**src/rtl/ddr4_pkg.sv**
```systemverilog
// Shared definitions for the DDR4 command scheduler: PHY command
// encodings, FSM states and timing helpers.
package ddr4_pkg;

    localparam logic [2:0] CMD_MRS = 3'b000;
    localparam logic [2:0] CMD_REF = 3'b001;
    localparam logic [2:0] CMD_PRE = 3'b010;
    localparam logic [2:0] CMD_ACT = 3'b011;
    localparam logic [2:0] CMD_WR  = 3'b100;
    localparam logic [2:0] CMD_RD  = 3'b101;
    localparam logic [2:0] CMD_ZQ  = 3'b110;
    localparam logic [2:0] CMD_NOP = 3'b111;

    localparam int PREA_BIT = 10;

    typedef enum logic [2:0] {
        S_IDLE,
        S_PRE,
        S_ACT,
        S_RW,
        S_REF_PREA,
        S_REF,
        S_WAIT
    } state_e;

    // A programmed timing of zero behaves as one cycle.
    function automatic logic [15:0] t_eff(input logic [15:0] t);
        return (t == 16'd0) ? 16'd1 : t;
    endfunction

endpackage

```
**src/rtl/bank_state_tracker.sv**
```systemverilog
// Per-bank open flag, open row and tRAS down-counter, with lookup
// of the addressed bank and an all-banks tRAS-satisfied flag.
module bank_state_tracker
    import ddr4_pkg::*;
#(
    parameter int BANK_WIDTH = 3,
    parameter int ROW_WIDTH  = 16,
    parameter int NUM_BANKS  = 2 ** BANK_WIDTH
) (
    input  logic                  clk,
    input  logic                  reset,
    input  logic [BANK_WIDTH-1:0] lk_bank_i,
    input  logic [ROW_WIDTH-1:0]  lk_row_i,
    input  logic [BANK_WIDTH-1:0] cmd_bank_i,
    input  logic [ROW_WIDTH-1:0]  act_row_i,
    input  logic                  act_en_i,
    input  logic                  pre_en_i,
    input  logic                  prea_en_i,
    input  logic [7:0]            t_ras_i,
    output logic                  hit_o,
    output logic                  open_o,
    output logic                  ras_done_o,
    output logic                  all_ras_done_o,
    output logic                  any_open_o
);

    logic [NUM_BANKS-1:0]                open_q;
    logic [NUM_BANKS-1:0][ROW_WIDTH-1:0] row_q;
    logic [NUM_BANKS-1:0][7:0]           ras_q;

    logic [7:0] ras_ld;
    assign ras_ld = 8'(t_eff(16'(t_ras_i)) - 16'd1);

    always_ff @(posedge clk) begin
        if (reset) begin
            open_q <= '0;
            row_q  <= '0;
            ras_q  <= '0;
        end else begin
            for (int b = 0; b < NUM_BANKS; b++) begin
                if (act_en_i && cmd_bank_i == BANK_WIDTH'(b)) begin
                    open_q[b] <= 1'b1;
                    row_q[b]  <= act_row_i;
                    ras_q[b]  <= ras_ld;
                end else begin
                    if (ras_q[b] != 8'd0) begin
                        ras_q[b] <= ras_q[b] - 8'd1;
                    end
                    if (prea_en_i ||
                        (pre_en_i && cmd_bank_i == BANK_WIDTH'(b))) begin
                        open_q[b] <= 1'b0;
                    end
                end
            end
        end
    end

    always_comb begin
        all_ras_done_o = 1'b1;
        for (int b = 0; b < NUM_BANKS; b++) begin
            if (ras_q[b] != 8'd0) begin
                all_ras_done_o = 1'b0;
            end
        end
    end

    assign open_o     = open_q[lk_bank_i];
    assign hit_o      = open_q[lk_bank_i] && row_q[lk_bank_i] == lk_row_i;
    assign ras_done_o = ras_q[lk_bank_i] == 8'd0;
    assign any_open_o = |open_q;

endmodule

```
**src/rtl/ddr4_cmd_scheduler.sv**
```systemverilog
// Single-rank DDR4 command scheduler: open-page policy with per-bank
// row tracking, timing enforcement and refresh arbitration.
module ddr4_cmd_scheduler
    import ddr4_pkg::*;
#(
    parameter int BANK_WIDTH = 3,
    parameter int ROW_WIDTH  = 16,
    parameter int COL_WIDTH  = 10,
    parameter int NUM_BANKS  = 2 ** BANK_WIDTH
) (
    input  logic                  clk,
    input  logic                  reset,
    input  logic                  init_done,
    input  logic                  req_valid,
    input  logic                  req_write,
    input  logic [BANK_WIDTH-1:0] req_bank,
    input  logic [ROW_WIDTH-1:0]  req_row,
    input  logic [COL_WIDTH-1:0]  req_col,
    output logic                  req_ready,
    input  logic                  ref_req,
    output logic                  ref_ack,
    input  logic [7:0]            t_rcd,
    input  logic [7:0]            t_rp,
    input  logic [7:0]            t_ras,
    input  logic [7:0]            t_ccd,
    input  logic [15:0]           t_rfc,
    output logic [2:0]            phy_cmd,
    output logic [15:0]           phy_addr,
    output logic [1:0]            phy_bank,
    output logic                  phy_bg,
    output logic                  phy_act_n,
    output logic                  phy_cs_n,
    output logic                  busy
);

    state_e                state_q, tgt_q, tgt_d;
    logic [15:0]           wait_q, tsel_d, ld_d;
    logic                  wr_q;
    logic [BANK_WIDTH-1:0] bank_q, lk_bank;
    logic [ROW_WIDTH-1:0]  row_q, lk_row;
    logic [COL_WIDTH-1:0]  col_q;

    logic [2:0]  cmd_q;
    logic [15:0] addr_q;
    logic [1:0]  pbank_q;
    logic        bg_q, act_n_q, cs_n_q, ack_q;

    logic idle_go, accept, ref_go;
    logic act_en, pre_en, prea_en, rw_en, ref_en, issue;
    logic hit, bank_open, ras_done, all_ras_done, any_open;

    assign idle_go   = !reset && init_done &&
                       state_q == S_IDLE && wait_q == 16'd0;
    assign req_ready = idle_go && !ref_req;
    assign accept    = req_ready && req_valid;
    assign ref_go    = idle_go && ref_req;

    assign act_en  = state_q == S_ACT && wait_q == 16'd0;
    assign pre_en  = state_q == S_PRE && wait_q == 16'd0 && ras_done;
    assign prea_en = state_q == S_REF_PREA && wait_q == 16'd0 &&
                     all_ras_done;
    assign rw_en   = state_q == S_RW && wait_q == 16'd0;
    assign ref_en  = state_q == S_REF && wait_q == 16'd0;
    assign issue   = act_en | pre_en | prea_en | rw_en | ref_en;

    assign lk_bank = (state_q == S_IDLE) ? req_bank : bank_q;
    assign lk_row  = (state_q == S_IDLE) ? req_row : row_q;

    bank_state_tracker #(
        .BANK_WIDTH(BANK_WIDTH),
        .ROW_WIDTH (ROW_WIDTH),
        .NUM_BANKS (NUM_BANKS)
    ) u_banks (
        .clk           (clk),
        .reset         (reset),
        .lk_bank_i     (lk_bank),
        .lk_row_i      (lk_row),
        .cmd_bank_i    (bank_q),
        .act_row_i     (row_q),
        .act_en_i      (act_en),
        .pre_en_i      (pre_en),
        .prea_en_i     (prea_en),
        .t_ras_i       (t_ras),
        .hit_o         (hit),
        .open_o        (bank_open),
        .ras_done_o    (ras_done),
        .all_ras_done_o(all_ras_done),
        .any_open_o    (any_open)
    );

    // Waits ending in IDLE count one extra cycle so the request gate
    // (wait == 0 in IDLE) opens exactly T cycles after the command.
    always_comb begin
        tsel_d = 16'd1;
        tgt_d  = S_IDLE;
        unique case (state_q)
            S_PRE:      begin tsel_d = 16'(t_rp);  tgt_d = S_ACT; end
            S_REF_PREA: begin tsel_d = 16'(t_rp);  tgt_d = S_REF; end
            S_ACT:      begin tsel_d = 16'(t_rcd); tgt_d = S_RW;  end
            S_RW:       begin tsel_d = 16'(t_ccd); tgt_d = S_IDLE; end
            S_REF:      begin tsel_d = t_rfc;      tgt_d = S_IDLE; end
            default:    ;
        endcase
        ld_d = (tgt_d == S_IDLE) ? t_eff(tsel_d) : t_eff(tsel_d) - 16'd1;
    end

    always_ff @(posedge clk) begin
        if (reset) begin
            state_q <= S_IDLE;
            tgt_q   <= S_IDLE;
            wait_q  <= '0;
            wr_q    <= 1'b0;
            bank_q  <= '0;
            row_q   <= '0;
            col_q   <= '0;
            cmd_q   <= CMD_NOP;
            addr_q  <= '0;
            pbank_q <= '0;
            bg_q    <= 1'b0;
            act_n_q <= 1'b1;
            cs_n_q  <= 1'b1;
            ack_q   <= 1'b0;
        end else begin
            cmd_q   <= CMD_NOP;
            addr_q  <= '0;
            pbank_q <= '0;
            bg_q    <= 1'b0;
            act_n_q <= 1'b1;
            cs_n_q  <= 1'b1;
            ack_q   <= 1'b0;
            if (wait_q != 16'd0) begin
                wait_q <= wait_q - 16'd1;
            end
            unique case (state_q)
                S_IDLE: begin
                    if (ref_go) begin
                        state_q <= any_open ? S_REF_PREA : S_REF;
                    end else if (accept) begin
                        wr_q    <= req_write;
                        bank_q  <= req_bank;
                        row_q   <= req_row;
                        col_q   <= req_col;
                        state_q <= hit ? S_RW :
                                   bank_open ? S_PRE : S_ACT;
                    end
                end
                S_PRE: begin
                    if (pre_en) begin
                        cmd_q   <= CMD_PRE;
                        cs_n_q  <= 1'b0;
                        pbank_q <= bank_q[1:0];
                        bg_q    <= bank_q[BANK_WIDTH-1];
                    end
                end
                S_REF_PREA: begin
                    if (prea_en) begin
                        cmd_q            <= CMD_PRE;
                        cs_n_q           <= 1'b0;
                        addr_q[PREA_BIT] <= 1'b1;
                    end
                end
                S_ACT: begin
                    if (act_en) begin
                        cmd_q   <= CMD_ACT;
                        cs_n_q  <= 1'b0;
                        act_n_q <= 1'b0;
                        addr_q  <= 16'(row_q);
                        pbank_q <= bank_q[1:0];
                        bg_q    <= bank_q[BANK_WIDTH-1];
                    end
                end
                S_RW: begin
                    if (rw_en) begin
                        cmd_q   <= wr_q ? CMD_WR : CMD_RD;
                        cs_n_q  <= 1'b0;
                        addr_q  <= 16'(col_q);
                        pbank_q <= bank_q[1:0];
                        bg_q    <= bank_q[BANK_WIDTH-1];
                    end
                end
                S_REF: begin
                    if (ref_en) begin
                        cmd_q  <= CMD_REF;
                        cs_n_q <= 1'b0;
                        ack_q  <= 1'b1;
                    end
                end
                S_WAIT: begin
                    if (wait_q <= 16'd1) begin
                        state_q <= tgt_q;
                    end
                end
                default: state_q <= S_IDLE;
            endcase
            if (issue) begin
                wait_q  <= ld_d;
                tgt_q   <= tgt_d;
                state_q <= (ld_d == 16'd0) ? tgt_d : S_WAIT;
            end
        end
    end

    assign phy_cmd   = cmd_q;
    assign phy_addr  = addr_q;
    assign phy_bank  = pbank_q;
    assign phy_bg    = bg_q;
    assign phy_act_n = act_n_q;
    assign phy_cs_n  = cs_n_q;
    assign ref_ack   = ack_q;
    assign busy      = state_q != S_IDLE;

endmodule

```
**config.mk**
```make
export PLATFORM = sky130hd
export DESIGN_NAME = ddr4_cmd_scheduler
export DESIGN_NICKNAME = d
export VERILOG_FILES = /design/src/rtl/ddr4_pkg.sv /design/src/rtl/bank_state_tracker.sv /design/src/rtl/ddr4_cmd_scheduler.sv
export SDC_FILE = /design/constraint.sdc
export NUM_CORES = 1
export LEC_CHECK = 0
export CAP_MARGIN = 20
export CORE_ASPECT_RATIO = 0.9
export CORE_MARGIN = 5
export CORE_UTILIZATION = 55
export DETAILED_ROUTE_END_ITERATION = 6
export DONT_BUFFER_PORTS = 1
export PLACE_DENSITY_LB_ADDON = 0.2
export SLEW_MARGIN = 10
export SYNTH_ARGS = -nofsm -noshare
export SYNTH_HDL_FRONTEND = slang
export SYNTH_HIERARCHICAL = 1
export SYNTH_SLANG_ARGS = --single-unit
```
**constraint.sdc**
```tcl
create_clock -name clk -period 5.9 [get_ports clk]
set_input_delay 1.18 -clock clk [delete_from_list [all_inputs] [get_ports clk]]
set_output_delay 1.18 -clock clk [all_outputs]
set_load 0.05 [all_outputs]
```
=== Yosys cells after proc, flatten, opt, wreduce, memory -nomap -nowiden ===
Index checks and enable logic that the tools add are counted.

* Register bits after elaboration: 277
* Bits of input ports: 83
* Word-level logic and storage cells: 249

* Add/subtract/negate cells: 11
* Order comparisons: 2
* Eq/ne operators: 17
* Muxes and demuxes: 92
* Bitwise logic cells: 7
* Reduce and logical (&&, ||, !) cells: 82

{| class="wikitable"
|+ Operator list
! kind !! number
|-
| 8-bit 2-to-1 mux || 18
|-
| 16-bit 2-to-1 mux || 7
|-
| 8-bit by 1-bit subtractor with 8-bit output (second input constant) || 9
|-
| 16-bit case mux with 4 select lines || 1
|-
| 8-bit nonzero test || 8
|-
| 16-bit binary-select mux with 3-bit select || 1
|-
| 16-bit zero test || 3
|-
| 1-bit 2-to-1 mux || 37
|-
| 2-bit nonzero test || 17
|-
| 16-bit by 1-bit subtractor with 16-bit output (second input constant) || 2
|-
| 1-bit logical AND || 30
|-
| 3-bit 2-to-1 mux || 10
|-
| 8-bit binary-select mux with 3-bit select || 1
|-
| 3-bit equality test (second input constant) || 7
|-
| 10-bit case mux with 2 select lines || 1
|-
| 3-bit case mux with 3 select lines || 2
|-
| 16-bit equality test || 1
|-
| 16-bit by 1-bit less-or-equal comparator with 1-bit output (second input constant) || 1
|-
| 8-bit zero test || 2
|-
| 16-bit nonzero test || 1
|-
| 3-bit case mux with 5 select lines || 1
|-
| 3-bit by 2-bit equality test with 1-bit output (second input constant) || 4
|-
| 2-bit 2-to-1 mux || 6
|-
| 10-bit 2-to-1 mux || 1
|-
| other kinds (20) || 40
|}

=== Logic depth before layout (Yosys ltp) ===
Gate-level depths: netlist (run 1).

* Depth after elaboration: 15
* Mapped depth: 22
* Gate-level depth less buffers: 15

=== Hierarchy ===
Netlist (run 1), hierarchy kept.

{| class="wikitable"
|+ Modules (own cells, without submodules)
! module !! times used !! cells an instance !! area each (um^2) !! sequential area each (um^2)
|-
| bank_state_tracker || 1 || 1205 || 9718.1 || 4003.8
|-
| ddr4_cmd_scheduler || 1 || 529 || 4111.4 || 1541.5
|}

=== Worst setup path before layout (run 1) ===
Ideal clock, no wire load.

* Path type: register to register
* Start: register state_q[0]
* End: register state_q[1]
* Arrival: 4.235 ns
* Required time: 5.826 ns
* Slack: 1.590 ns
* Stages on the path, launching flop included: 22
* Period minus slack after synthesis: 4.310 ns
* Cell sequence: dfxtp_1 buf_6 buf_6 buf_6 nor3_1 clkbuf_1 nand2_1 nand2_1 buf_4 buf_1 buf_1 nand2_1 o32ai_1 o21ai_0 o21ai_0 nor2_1 o31ai_2 nand2_1 mux2_2 o21ai_1 nand2_1 a31oi_1

* Word-level cells in the longest chain between the ends: 12
* Elaborated cells on any way between the ends: 55
* Classes of those cells: 1 x add/sub; 10 x eq/ne; 19 x mux; 4 x bitwise; 21 x reduce/logical

{| class="wikitable"
|+ RTL lines
! what !! line !! source
|-
| start: declaration || ddr4_cmd_scheduler.sv:36 || <nowiki>state_e state_q, tgt_q, tgt_d;</nowiki>
|-
| start signal: assignment || ddr4_cmd_scheduler.sv:137 || <nowiki>state_q <= any_open ? S_REF_PREA : S_REF;</nowiki>
|-
| start signal: assignment || ddr4_cmd_scheduler.sv:143 || <nowiki>state_q <= hit ? S_RW :</nowiki>
|-
| start signal: assignment || ddr4_cmd_scheduler.sv:190 || <nowiki>state_q <= tgt_q;</nowiki>
|-
| 3-bit zero test * || ddr4_cmd_scheduler.sv:66 || <nowiki>assign lk_bank = (state_q == S_IDLE) ? req_bank : bank_q;</nowiki>
|-
| 3-bit 2-to-1 mux * || ddr4_cmd_scheduler.sv:66 ||
|-
| net lk_bank[0] || ddr4_cmd_scheduler.sv:39 || <nowiki>logic [BANK_WIDTH-1:0] bank_q, lk_bank;</nowiki>
|-
| 8-bit binary-select mux with 3-bit select * || bank_state_tracker.sv:69 || <nowiki>assign ras_done_o = ras_q[lk_bank_i] == 8'd0;</nowiki>
|-
| 8-bit 2-to-1 mux (not written as such) * || bank_state_tracker.sv:69 ||
|-
| 8-bit zero test * || bank_state_tracker.sv:69 ||
|-
| net ras_done || ddr4_cmd_scheduler.sv:50 || <nowiki>logic hit, bank_open, ras_done, all_ras_done, any_open;</nowiki>
|-
| 1-bit logical AND * || ddr4_cmd_scheduler.sv:59 || <nowiki>assign pre_en = state_q == S_PRE && wait_q == 16'd0 && ras_done;</nowiki>
|-
| 1-bit OR * (4 in series) || ddr4_cmd_scheduler.sv:64 || <nowiki>assign issue = act_en | pre_en | prea_en | rw_en | ref_en;</nowiki>
|-
| 4-bit != test (no line) (tied with other cells) || -- ||
|-
| 3-bit AND reduction (no line) || -- ||
|}

Mark *: on every way through the listed nets, which the timed path passes. The rest lies on a longest branch. The select of a mux whose other input is x is not followed.
A chain may end at the register's enable or synchronous reset.

=== Worst setup path after layout (run 1) ===
* Start: register wait_q[1]
* End: output req_ready

* Word-level cells in the longest chain between the ends: 3

{| class="wikitable"
|+ RTL lines
! what !! line !! source
|-
| start: declaration || ddr4_cmd_scheduler.sv:37 || <nowiki>logic [15:0] wait_q, tsel_d, ld_d;</nowiki>
|-
| start signal: assignment || ddr4_cmd_scheduler.sv:132 || <nowiki>wait_q <= wait_q - 16'd1;</nowiki>
|-
| start signal: assignment || ddr4_cmd_scheduler.sv:196 || <nowiki>wait_q <= ld_d;</nowiki>
|-
| 16-bit zero test || ddr4_cmd_scheduler.sv:53 || <nowiki>state_q == S_IDLE && wait_q == 16'd0;</nowiki>
|-
| 1-bit logical AND || ddr4_cmd_scheduler.sv:53 ||
|-
| 1-bit logical AND || ddr4_cmd_scheduler.sv:54 || <nowiki>assign req_ready = idle_go && !ref_req;</nowiki>
|-
| end: declaration || ddr4_cmd_scheduler.sv:19 || <nowiki>output logic req_ready,</nowiki>
|}

Every way passes these cells.

==> summary.md, run 1 <==
| Metric | Value |
|---|---|
| Synth area leaders | `sky130_fd_sc_hd__dfxtp_1, sky130_fd_sc_hd__nand2_1, sky130_fd_sc_hd__a21oi_1` |
| Total die area | `28400 um2` |
| Floorplan die height | `160 um` |
| Clk sinks | `277` |
| Min-Delay Path Class | `flop to flop` |
| Area delta synth->final | `7.96%` |
| Most frequently used flop master after synthesis | `sky130_fd_sc_hd__dfxtp_1` |
| Via-per-instance ratio | `5.99` |
| Clk buf depth | `3` |
| Cts-stage hold buffer count | `0` |
| Congestion Overflow GR | `0` |
| Result of the run | `finished, final reports clean` |
| Part of the power in combinational logic | `31.0%` |
| Synth async-reset ratio | `0%` |
| Number of global-route vias before repair | `11200` |
| Clock transition at the registers of the reported paths | `0.06 ns` |
| Clock share of power | `31.4%` |
| Buffer type at the clock tree root | `sky130_fd_sc_hd__clkbuf_16` |
| Final Slew Violations | `0` |
| Peak supply drop | `236 uV` |
| # rows | `55` |
| CTS buffer count | `29` |
| Number of buffers added for setup after CTS | `0` |
| CP Max Fanout | `14` |
| Leakage power of the design | `5.15 nW` |
| Relative max-transition margin | `24.4%` |
| Residual DRC count | `0` |
| Post-CTS Resized | `0` |
| Number of top-level pins | `110` |
| GRT met1 Usage | `37.6%` |
| Switching part of the total power | `33.1%` |
| Design internal power | `4.12 mW` |
| Sequential group share of total power | `37.6%` |
| Vias after detailed routing | `12100` |
| Storage cell area | `5550 um2` |
| Most common library cell in the layout ignoring fill and taps | `sky130_fd_sc_hd__nand2_1` |
| Post-Layout Cell Count | `2029` |
| First DRT Iteration DRCs | `1403` |
| Most congested layer reported by global routing | `met2` |
| Antenna violations before repair | `0` |
| Number of H-tree levels | `1` |
| Number of diodes added for antenna fixing | `0` |
| Count of flip-flops with a built-in enable after synthesis | `0` |
| Critical setup path kind | `flop to primary output` |
| Wirelength, routed | `38800 um` |
| Wire length of the first global-routing pass | `61400 um` |
| Share of layout cells above drive strength 1 | `8.24%` |
| Final core occ | `59.8%` |
| Final setup violation count | `0` |
| Transition time at the pin with the least slew margin | `1.13 ns` |
| Cell taking the most area after synthesis | `sky130_fd_sc_hd__dfxtp_1` |
| Post-synth net total | `1835` |
| Number of nets at the end of the flow | `1769` |
| Setup TNS Final | `0 ns` |
| Worst setup timing slack at the placement stage | `1.48 ns` |
| Post-Syn Area | `13800 um2` |
| Final worst-path cycle share | `79.1%` |
| Post-synthesis area per instance | `7.98 um2` |
| Crit path DAT | `3.49 ns` |
| TritonCTS clock tree | `built` |
| Kind of start point of the critical path | `flop` |
| Final Hold Vio Count | `0` |
| Effective utilization at floorplan | `55.4%` |
| CP endpoint kind | `primary output` |
| Post-DRT Antenna Nets | `0` |
| Setup repair after global routing missed its margin | `no` |
| Half-perimeter wire length of the detailed placement result | `24700 um` |
| Met3 usage in global routing | `4.66%` |
| Most frequent cells in the layout | `sky130_fd_sc_hd__nand2_1, sky130_fd_sc_hd__dfxtp_1, sky130_fd_sc_hd__a21oi_1` |
| Setup WS post-layout | `1.23 ns` |
| Proportion of synthesized chip area in sequential cells | `40.1%` |
| Min Clock Period, post-route | `4.67 ns` |
| Switching power total | `2.04 mW` |
| # port buffers | `0` |
| Total power | `6.17 mW` |
| Placeable core region | `25000 um2` |
| Combined area of the multi-input logic cells | `7600 um2` |
| Routability congestion estimate from global placement | `0.864` |
| Routed length per placed instance | `19.1 um` |
| Detailed-routing iteration count for the pre-antenna-repair pass | `5` |
| FF+latch count, synth | `277` |
| Post-Route Skew | `0.00807 ns` |
| Number of max-cap violations | `0` |
| Met2 capacity usage during global routing | `42.0%` |
| Cell Count Post-Placement | `1979` |
| Post-synth cell types | `78` |
| GRT Util Overall | `26.3%` |
| Yosys Warn Count | `6` |
| Clock latency of the later-clocked register in the worst-skew pair | `0.54 ns` |
| Highest achievable clock rate | `214 MHz` |
| Fill cell instance count of the final layout | `2207` |
| Required arrival time at the worst endpoint | `4.72 ns` |
| Fraction of synthesized cell area taken by the top area cell type | `40.1%` |
| Largest net degree at the start of global routing | `257` |
| Die outline width | `177 um` |
| Post-synthesis cell count | `1734` |
| P per Cell Area | `413 nW/um2` |
==> power groups by stage <==
stage          Sequential, mW  Combinational, mW  Clock (mW)
3_5_place_dp             2.34               1.88           0
5_1_grt                  2.35               2.16        2.04
4_1_cts                  2.31               1.90        1.96
3_3_place_gp             2.34               1.84           0
2_1_floorplan            2.30               1.60           0
6_report                 2.32               1.91        1.94
==> per-stage QoR <==
| step | hold slack [ns] | area [um2] |
|---|---|---|
| 2_1_floorplan | 0.433 | 13800 |
| 3_3_place_gp | 0.435 | 13900 |
| 5_1_grt | 0.469 | 14900 |
| 6_report | 0.454 | 14900 |
| 3_5_place_dp | 0.442 | 13900 |
| 4_1_cts | 0.451 | 14900 |
==> flip-flops by register name, summed over array words and instances, names as in the netlist, 2 cells and up <==
name            count
bank_q              3
col_q              10
phy_addr           16
phy_bank            2
phy_cmd             3
row_q              16
state_q             3
tgt_q               3
u_banks/open_q      8
u_banks/ras_q      64
u_banks/row_q     128
wait_q             16
==> routing by layer <==
metal / part of all wire, % / vias up
met5: 0 / -
met4: 2.0 / 0
met2: 45 / 523
met3: 9.1 / 69
li1: - / 5826
met1: 43 / 5728
==> cells in the mapped netlist, types with 5 or more instances <==
library cell / number
sky130_fd_sc_hd__buf_2: 13
sky130_fd_sc_hd__ha_1: 18
sky130_fd_sc_hd__nand2b_1: 8
sky130_fd_sc_hd__mux4_2: 32
sky130_fd_sc_hd__dfxtp_1: 277
sky130_fd_sc_hd__buf_4: 8
sky130_fd_sc_hd__xnor2_1: 35
sky130_fd_sc_hd__o31ai_1: 5
sky130_fd_sc_hd__xor2_1: 37
sky130_fd_sc_hd__nor2b_1: 6
sky130_fd_sc_hd__a21oi_1: 217
sky130_fd_sc_hd__clkbuf_1: 85
sky130_fd_sc_hd__nand3_1: 30
sky130_fd_sc_hd__buf_6: 6
sky130_fd_sc_hd__nand2_1: 457
sky130_fd_sc_hd__buf_1: 5
sky130_fd_sc_hd__and2_1: 14
sky130_fd_sc_hd__nor4_1: 20
sky130_fd_sc_hd__a31oi_1: 14
sky130_fd_sc_hd__nor3b_1: 9
sky130_fd_sc_hd__inv_1: 33
sky130_fd_sc_hd__nand4_1: 9
sky130_fd_sc_hd__a211oi_1: 51
sky130_fd_sc_hd__o21ai_0: 15
sky130_fd_sc_hd__o211ai_1: 5
sky130_fd_sc_hd__and3_1: 5
sky130_fd_sc_hd__nor3_1: 44
sky130_fd_sc_hd__clkbuf_2: 9
sky130_fd_sc_hd__or4_1: 5
sky130_fd_sc_hd__mux2i_1: 41
sky130_fd_sc_hd__nor2_1: 134
sky130_fd_sc_hd__or3_1: 15
==> kinds of logic after synthesis <==
| logic type | share of synthesized area (%) |
|---|---|
| simple gates | 24.7 |
| flops | 40.1 |
| compound gates | 15.3 |
| buf+inv | 5.17 |
| xor+xnor | 4.68 |
| mux | 8.42 |
| fa+ha+maj | 1.63 |
==> path summary, 6_finish.rpt <==
kind | from | end | slack [ns] | cells after the start
hold / removal | u_banks/row_q[65] | u_banks/row_q[65] | 0.45 | 2
setup / recovery | wait_q[1] | req_ready | 1.23 | 6
hold reg to reg | u_banks/row_q[65] | u_banks/row_q[65] | 0.45 | 2
setup reg to reg | state_q[1] | state_q[2] | 1.41 | 17
==> critical path, cell delays in order, from the launching register on <==
cell,delay (ns)
sky130_fd_sc_hd__dfxtp_1,0.31
sky130_fd_sc_hd__inv_1,0.11
sky130_fd_sc_hd__ha_1,0.24
sky130_fd_sc_hd__nor3b_1,0.59
sky130_fd_sc_hd__and4bb_2,0.56
sky130_fd_sc_hd__and2_1,0.29
sky130_fd_sc_hd__nor3b_2,0.84
==> layout make-up <==
| cell class | instances | area share (%) |
|---|---|---|
| sequential | 277 | 37.1 |
| tap | 342 | 2.87 |
| clock buffer | 37 | 5.20 |
| clock inverter | 13 | 1.48 |
| inverter | 33 | 0.830 |
| multi-input combinational | 1297 | 50.9 |
| timing repair buffer | 30 | 1.59 |
No activity file was read; power rests on OpenSTA's default activity.
==> run 2, diff against run 1 <==
==> constraint.sdc (replaced) <==
create_clock -name clk -period 4.1 [get_ports clk]
set_input_delay 0.82 -clock clk [delete_from_list [all_inputs] [get_ports clk]]
set_output_delay 0.82 -clock clk [all_outputs]
set_load 0.05 [all_outputs]
==> summary.md, run 2 (same netlist as run 1, synthesis figures left out) <==
| Metric | Value |
|---|---|
| Critical setup path kind | `flop to flop` |
| CP endpoint kind | `flop` |
| Min Clock Period, post-route | `3.88 ns` |
| Effective utilization at floorplan | `55.4% (unchanged)` |
| Result of the run | `finished, final reports clean` |
| Fill cell instance count of the final layout | `2245 (+1.7%)` |
| Most common library cell in the layout ignoring fill and taps | `sky130_fd_sc_hd__nand2_1` |
| Biggest registers after layout | `u_banks/row_q: 128 flops, u_banks/ras_q: 64 flops` |
| Number of flip-flops under the largest register name | `128 (unchanged)` |
| Half-perimeter wire length of the detailed placement result | `25500 um (+3.4%)` |
| Clock latency of the later-clocked register in the worst-skew pair | `0.55 ns (about the same)` |
| # rows | `55 (unchanged)` |
| Final worst-path cycle share | `94.7%` |
| Largest net degree at the start of global routing | `257 (unchanged)` |
| CTS buffer count | `29 (unchanged)` |
| Final Slew Violations | `0 (unchanged)` |
| Number of H-tree levels | `1 (unchanged)` |
| Routability congestion estimate from global placement | `0.908 (+5.0%)` |
| Detailed-routing iteration count for the pre-antenna-repair pass | `7 (+2)` |
| Biggest register | `u_banks/row_q` |
| Clock transition at the registers of the reported paths | `0.06 ns (about the same)` |
| Total die area | `28400 um2 (unchanged)` |
| Final setup violation count | `0 (unchanged)` |
| Peak supply drop | `304 uV (+29%)` |
| Buffer type at the clock tree root | `sky130_fd_sc_hd__clkbuf_16` |
| Cell with the biggest individual delay on the critical path | `sky130_fd_sc_hd__mux4_2` |
| First DRT Iteration DRCs | `1460 (+4.1%)` |
| Peak per-stage delay on the critical path | `0.50 ns (-0.34 ns)` |
| Kind of start point of the critical path | `flop` |
| Relative max-transition margin | `32.1% (+7.7 points)` |
| Setup repair after global routing missed its margin | `no` |
| Post-route cell area | `15100 um2 (+1.0%)` |
| Leakage power of the design | `5.25 nW (+1.9%)` |
| Final Hold Vio Count | `0 (unchanged)` |
| # port buffers | `0 (unchanged)` |
| Cell Count Post-Placement | `2000 (+1.1%)` |
| Number of max-cap violations | `0 (unchanged)` |
| Post-DRT Antenna Nets | `0 (unchanged)` |
| Number of global-route vias before repair | `11100 (-0.61%)` |
| Number of top-level pins | `110 (unchanged)` |
| Storage cell area | `5550 um2 (unchanged)` |
| Floorplan die height | `160 um (unchanged)` |
| Number of diodes added for antenna fixing | `0 (unchanged)` |
| Worst setup timing slack at the placement stage | `0.119 ns (-1.36 ns)` |
| Post-Layout Cell Count | `2052 (+1.1%)` |
| Combined area of the multi-input logic cells | `7610 um2 (+0.12%)` |
| Congestion Overflow GR | `0 (unchanged)` |
| Antenna violations before repair | `0 (unchanged)` |
| Number of nets at the end of the flow | `1790 (+1.2%)` |
| Placeable core region | `25000 um2 (unchanged)` |
| Via-per-instance ratio | `5.94 (-0.75%)` |
| Wire length of the first global-routing pass | `61000 um (-0.55%)` |
| Min-Delay Path Class | `primary input to flop` |
| Wirelength, routed | `38400 um (-0.98%)` |
| Crit path DAT | `4.36 ns (+0.87 ns)` |
| Clk sinks | `277 (unchanged)` |
| Routed length per placed instance | `18.7 um (-2.1%)` |
| Required arrival time at the worst endpoint | `4.57 ns (-0.15 ns)` |
| Post-detailed-placement cell area | `14100 um2 (+1.3%)` |
| CP Max Fanout | `13 (-1)` |
| Setup WS post-layout | `0.217 ns (-1.02 ns)` |
| Residual DRC count | `0 (unchanged)` |
| Most frequent cells in the layout | `sky130_fd_sc_hd__nand2_1, sky130_fd_sc_hd__dfxtp_1, sky130_fd_sc_hd__a21oi_1` |
| Cell-by-cell listing of the critical path | `nor3_2 > nand2_1 > nand2_2 > buf_4 > mux4_2 > mux2i_1 > xnor2_1 > nor2_1 > nand4_1 > nor4_2 > inv_1 > a221oi_1 > o211ai_1 > a31oi_1` |
| GRT Util Overall | `26.0% (-0.30 points)` |
| Vias after detailed routing | `12200 (+0.37%)` |
| Highest achievable clock rate | `258 MHz` |
| Area delta synth->final | `9.08%` |
| Clk buf depth | `3 (unchanged)` |
| Setup TNS Final | `0 ns (unchanged)` |
| Post-Route Skew | `0.0106 ns (+0.00252 ns)` |
| Transition time at the pin with the least slew margin | `1.01 ns (-0.111 ns)` |
| Die outline width | `177 um (unchanged)` |
| P per Cell Area | `581 nW/um2 (+41%)` |
| TritonCTS clock tree | `built` |
| Share of layout cells above drive strength 1 | `9.59% (+1.4 points)` |
| Number of buffers added for setup after CTS | `0 (unchanged)` |
## run 2: cell count changes in the layout (fill, tap and decap cells not counted), sizes merged
cell | before | now
clkinvlp | 1 | 2
buf | 30 | 51
clkinv | 5 | 3
bufinv | 6 | 1
clkbuf | 37 | 45
## run 2: metal layers
layer  wire [um]  vias up  share of wire, %  global-route usage [%]
li1            -     5863                 -                       -
met1       17100     5806                45                    37.4
met2       17400      456                45                    41.5
met4         810        0               2.1                    5.94
met5           0        -                 0                       0
met3        3030       66               7.9                    3.98
## run 2: layout make-up
| class | count | share of cell area (%) |
|---|---|---|
| multi-input cells | 1297 | 50.4 |
| repair buffers | 51 | 2.79 |
| clock inverters | 7 | 0.498 |
| inverters | 33 | 0.821 |
| flip-flops and latches | 277 | 36.8 |
| clock buffers | 45 | 5.87 |
| well taps | 342 | 2.84 |
## run 2: worst max-delay path, delay by kind of cell (launching register included)
family,cells,cell delay (ns)
XOR/XNOR,1,0.14
AO/OA/AOI/OAI,3,0.63
flip-flops,1,0.38
multiplexers,2,0.68
buffers and inverters,2,0.34
AND/OR/NAND/NOR,6,1.65
## run 2: metrics by stage
| stage | hold slack, ns | util (%) | power [mW] |
|---|---|---|---|
| finish | 0.341 | 60.4 | 8.77 |
| CTS | 0.350 | 60.4 | 8.77 |
| detailed placement | 0.444 | 56.5 | 6.13 |
| floorplan | 0.433 | - | 5.61 |
| global route | 0.337 | 60.4 | 9.29 |
| global placement | 0.436 | 56.5 | 6.07 |
## run 2: timing repair
item / CTS / global route
hold buffers: 0 / 0
setup endpoints to repair: 0 / 1
gates resized for setup: 0 / 1
## run 2: report_power, final
| group | internal, mW | switching (mW) |
|---|---|---|
| Sequential | 3.03 | 0.308 |
| Clock | 1.54 | 1.09 |
| Combinational | 1.23 | 1.57 |
| Total | 5.81 | 2.96 |
## run 2: final timing paths
path | cells after the start | endpoint | startpoint | slack (ns)
setup / recovery | 14 | state_q[1] | state_q[1] | 0.22
hold / removal | 1 | wait_q[11] | reset | 0.34
setup reg to reg | 14 | state_q[1] | state_q[1] | 0.22
hold reg to reg | 2 | u_banks/row_q[122] | u_banks/row_q[122] | 0.45
==> run 3, diff against run 2 <==
--- a/config.mk
+++ b/config.mk
@@ -5,6 +5,7 @@
 export SDC_FILE = /design/constraint.sdc
 export NUM_CORES = 1
 export LEC_CHECK = 0
+export ABC_CLOCK_PERIOD_IN_PS = 4100
 export CAP_MARGIN = 20
 export CORE_ASPECT_RATIO = 0.9
 export CORE_MARGIN = 5
==> results of run 3 <==
Same layout as run 2: the final DEF is identical, and so are final timing and power.
